`src/rtl/rr_arbiter4_pkg.sv`:
```
// rtl/rr_arbiter4_pkg.sv - shared state encoding and sizing for the round-robin arbiter
package rr_arbiter4_pkg;

  localparam int NREQ = 4;

  typedef enum logic [1:0] {
    ST_IDLE  = 2'd0,
    ST_GRANT = 2'd1,
    ST_GAP   = 2'd2
  } arb_state_e;

endpackage

```
`src/rtl/decoder2x4.sv`:
```
// rtl/decoder2x4.sv - binary 2-bit index to 4-bit one-hot decode
module decoder2x4 (
  input  logic [1:0] sel_i,
  output logic [3:0] onehot_o
);

  always_comb begin
    onehot_o = 4'b0000;
    onehot_o[sel_i] = 1'b1;
  end

endmodule

```
`src/rtl/rr_arbiter4.sv`:
```
// rtl/rr_arbiter4.sv - four-requester round-robin arbiter with bounded hold and dead gap
module rr_arbiter4
  import rr_arbiter4_pkg::*;
#(
  parameter int MAX_HOLD = 8
) (
  input  logic            clk,
  input  logic            rst_n,
  input  logic [NREQ-1:0] req,
  input  logic            rel,
  output logic [NREQ-1:0] grant,
  output logic [1:0]      grant_id,
  output logic            grant_valid,
  output logic            timeout
);

  localparam int HW = $clog2(MAX_HOLD);
  localparam logic [HW-1:0] HOLD_LAST = HW'(MAX_HOLD - 1);

  arb_state_e      state_q, state_d;
  logic [1:0]      ptr_q, ptr_d;
  logic [1:0]      grant_id_q, grant_id_d;
  logic [HW-1:0]   hold_q, hold_d;
  logic [NREQ-1:0] grant_q;
  logic            grant_valid_q;
  logic            timeout_q, timeout_d;

  logic            found;
  logic [1:0]      pick;
  logic [1:0]      idx;
  logic [NREQ-1:0] dec_onehot;

  // Search starts just above the last owner so it lands at the bottom of the order.
  always_comb begin
    found = 1'b0;
    pick  = ptr_q;
    idx   = ptr_q;
    for (int k = 1; k <= NREQ; k++) begin
      idx = ptr_q + 2'(k);
      if (!found && req[idx]) begin
        found = 1'b1;
        pick  = idx;
      end
    end
  end

  always_comb begin
    state_d    = state_q;
    ptr_d      = ptr_q;
    grant_id_d = grant_id_q;
    hold_d     = hold_q;
    timeout_d  = 1'b0;
    case (state_q)
      ST_IDLE: begin
        if (found) begin
          state_d    = ST_GRANT;
          grant_id_d = pick;
          ptr_d      = pick;
          hold_d     = '0;
        end
      end
      ST_GRANT: begin
        // A release wins over an expiring hold, so timeout only flags real overruns.
        if (rel || !req[grant_id_q]) begin
          state_d = ST_GAP;
        end else if (hold_q == HOLD_LAST) begin
          state_d   = ST_GAP;
          timeout_d = 1'b1;
        end else begin
          hold_d = hold_q + HW'(1);
        end
      end
      ST_GAP: begin
        state_d = ST_IDLE;
      end
      default: begin
        state_d = ST_IDLE;
      end
    endcase
  end

  decoder2x4 u_dec (
    .sel_i    (grant_id_d),
    .onehot_o (dec_onehot)
  );

  always_ff @(posedge clk or negedge rst_n) begin
    if (!rst_n) begin
      state_q       <= ST_IDLE;
      ptr_q         <= 2'd3;
      grant_id_q    <= 2'd0;
      hold_q        <= '0;
      grant_q       <= '0;
      grant_valid_q <= 1'b0;
      timeout_q     <= 1'b0;
    end else begin
      state_q       <= state_d;
      ptr_q         <= ptr_d;
      grant_id_q    <= grant_id_d;
      hold_q        <= hold_d;
      grant_q       <= dec_onehot & {NREQ{state_d == ST_GRANT}};
      grant_valid_q <= (state_d == ST_GRANT);
      timeout_q     <= timeout_d;
    end
  end

  assign grant       = grant_q;
  assign grant_id    = grant_id_q;
  assign grant_valid = grant_valid_q;
  assign timeout     = timeout_q;

endmodule

```
`config.mk`:
```
export PLATFORM = sky130hd
export DESIGN_NAME = rr_arbiter4
export DESIGN_NICKNAME = d
export VERILOG_FILES = /design/src/rtl/rr_arbiter4_pkg.sv /design/src/rtl/decoder2x4.sv /design/src/rtl/rr_arbiter4.sv
export SDC_FILE = /design/constraint.sdc
export NUM_CORES = 1
export LEC_CHECK = 0
export CAP_MARGIN = 20
export CORE_AREA = 2 2 41 71
export CTS_BUF_LIST = sky130_fd_sc_hd__clkbuf_16
export DETAILED_ROUTE_END_ITERATION = 6
export DIE_AREA = 0 0 43 73
export GPL_TIMING_DRIVEN = 1
export SLEW_MARGIN = 20
export SYNTH_ARGS = -nofsm -noshare
export SYNTH_HDL_FRONTEND = slang
export SYNTH_SLANG_ARGS = --single-unit
```
`constraint.sdc`:
```
create_clock -name clk -period 2.3 [get_ports clk]
set_input_delay 0.23 -clock clk [delete_from_list [all_inputs] [get_ports clk]]
set_output_delay 0.23 -clock clk [all_outputs]
set_load 0.05 [all_outputs]
```
==> qor.txt <==
CP bufs+invs -> 1
CP max stage delay -> 600 ps
clk buf depth -> 2
Hold Slack -> 385 ps
flops & latches, synth -> 15
Avg Cell Area, Syn -> 11.7 µm²
global-route wire length before repair -> 2540 µm
Congestion Overflow GR -> 0
post-route ant nets -> 0
H-tree depth -> 1
Final Hold Violating Endpoints -> 0
final setup TNS -> 0 ps
Syn. warnings -> 0
FMAX -> 547 MHz
fin. max-slew vios -> 0
pin count of the biggest net entering global routing -> 16
PortBufs -> 14
asr flop ratio synth -> 100%
Starting Density -> 27.6%
static leakage -> 0.446 nW
Routed WL -> 1460 µm
post-CTS setup buffer count -> 0
CTS buffer count -> 3
cell count after synthesis -> 62
GRT Overall Usage -> 11.2%
share of the synthesized area in the top cell type -> 44.8%
clock-pin slew on the worst setup and hold paths -> 50 ps
top cells by area, synth -> dfrtp_1 (45%), dfstp_2 (7.2%), mux2_4 (6.2%)
Slowest cell on crit path -> a2111oi_0
Slew @ Worst Pin -> 653 ps
Tcrit/Tclk final -> 79.4%
max-slew headroom at the worst pin -> 56.3%
top post-synthesis cells by count -> dfrtp_1 (13), nor2_1 (11), inv_1 (5), a22oi_1 (3), mux2_4 (3)
routed length per instance -> 13.7 µm
core area -> 0.00263 mm²
cell area after layout -> 978 µm²
Clock Skews -> 5.37 ps
post-DP HPWL -> 1110 µm
1st-iter DRT viols -> 15
vias in the first global route -> 575
top-count cell post-synth -> dfrtp_1
fin crit period -> 1830 ps
Post-synth EDFFs -> 0
initial antenna violation count -> 0
Finished Layout Cells -> 107
max cap viols -> 0
Vias/cell -> 4.91
Die X -> 43 µm
n_diodes -> 0
RSZ-0062 raised after global routing -> no
Mapped Area -> 726 µm²
status -> finished, final reports clean
critical-path cell list -> nor2_1 -> a2111oi_0 -> a22oi_1 -> inv_1 -> and3_1
TritonCTS clock tree -> built
Die Y -> 73 µm
DRC Markers -> 0
Overall Power -> 1.58 mW
DP Cell Count -> 103
Rows -> 25
Syn Nets -> 71
PwrDens -> 1610 mW/mm²
startpoint types -> flop
final setup margin -> 473 ps
Req. time, crit path -> 2480 ps
Area after DPL -> 900 µm²
DR vias -> 525
nets -> 90
Hold Crit Class -> input pin to async pin
cts hold-fix bufs -> 0
CP Max Fanout -> 5
share of post-route cells with drive strength above 1 -> 20.0%
Seq/Total Area, Yosys -> 52.1%
Main synth FF type -> dfrtp_1
clock latency on the worst-skew pair -> 250 ps
Worst setup EP type -> flop
TritonRoute pass-1 iters -> 4
post-layout util -> 37.2%
clk root buf -> clkbuf_16
Distinct cells, synth -> 26
setup violators final -> 0
I/O pin total -> 15
Clock Sinks -> 15
number of fill cells -> 276
area grow syn2layout -> 34.8%
post-cts repair resize count -> 0
area leader, netlist -> dfrtp_1
Post-Place Worst Slack -> 257 ps
routability-driven placement congestion ratio -> 0.720
Critical Path AT -> 2010 ps
Worst VDD drop -> 699 µV
total die area -> 0.00314 mm²
critical path class -> flop to flop
crit-path leading delay family -> compound AO/OA/AOI/OAI gates
worst reg2reg max path, cell delays in order, from the launching register on:
cell and delay [ps]:
dfstp_2 570, nor2_1 60, a2111oi_0 600, a22oi_1 220, inv_1 140, and3_1 170
cell usage in the layout, fill, tap and decap left out, drive strengths merged:
master / n
and2: 1
dfstp: 2
dfrtp: 13
o221ai: 1
a21oi: 1
clkbuf: 3
clkdlybuf4s50: 14
o31a: 1
mux2i: 1
a2111oi: 1
nor3b: 1
nor2: 11
nor2b: 2
a22o: 1
ha: 2
nand2: 1
a22oi: 3
mux2: 5
or4: 1
a31oi: 2
and3: 2
nor3: 2
inv: 7
nand2b: 1
o21ai: 1
where the power goes:
group / internal [mW] / switching (mW)
registers: 0.388 / 0.0823
logic: 0.311 / 0.462
clock network: 0.230 / 0.105
total: 0.929 / 0.649
cells by family after synthesis:
group / count (synthesis) / synth area share, %
compound gates: 11 / 14.3
fa+ha+maj: 2 / 3.45
buf+inv: 6 / 3.45
flops: 15 / 52.1
mux: 6 / 10.7
simple gates: 22 / 16.0
sequential cells by signal, indices dropped and copies added (netlist names):
register / count
timeout: 1
hold_q: 3
grant: 4
grant_valid: 1
grant_id: 2
ptr_q: 2
state_q: 2
area by class of cell:
class / count / area (µm²) / share of cell area (%)
Sequential cell: 15 / 378 / 38.6
Timing Repair Buffer: 14 / 140 / 14.3
Tap cell: 27 / 33.8 / 3.45
Clock buffer: 3 / 75.1 / 7.67
Clock inverter: 1 / 3.75 / 0.384
Inverter: 6 / 25.0 / 2.56
Multi-Input combinational cell: 41 / 323 / 33.0
per-layer routing:
layer	GRT usage, %	share of wire, %	vias to the layer above
met2	17.5	46	16
li1	-	-	253
met4	6.40	2.0	0
met1	12.9	46	253
met3	4.21	6.0	3
met5	0	0	-
path summary, 6_finish.rpt:
| path | start | end | slack [ps] | cells after the start |
|---|---|---|---|---|
| max | ptr_q[1] | grant[3] | 470 | 5 |
| min | rst_n | grant[0] | 390 | 1 |
| max reg2reg | ptr_q[1] | grant[3] | 470 | 5 |
| min reg2reg | hold_q[1] | hold_q[1] | 510 | 1 |
| max in group asynchronous | rst_n | grant_id[0] | 1490 | 1 |
| min in group clk | hold_q[1] | hold_q[1] | 510 | 1 |
Note: power is estimated with default switching activity, not from simulation.
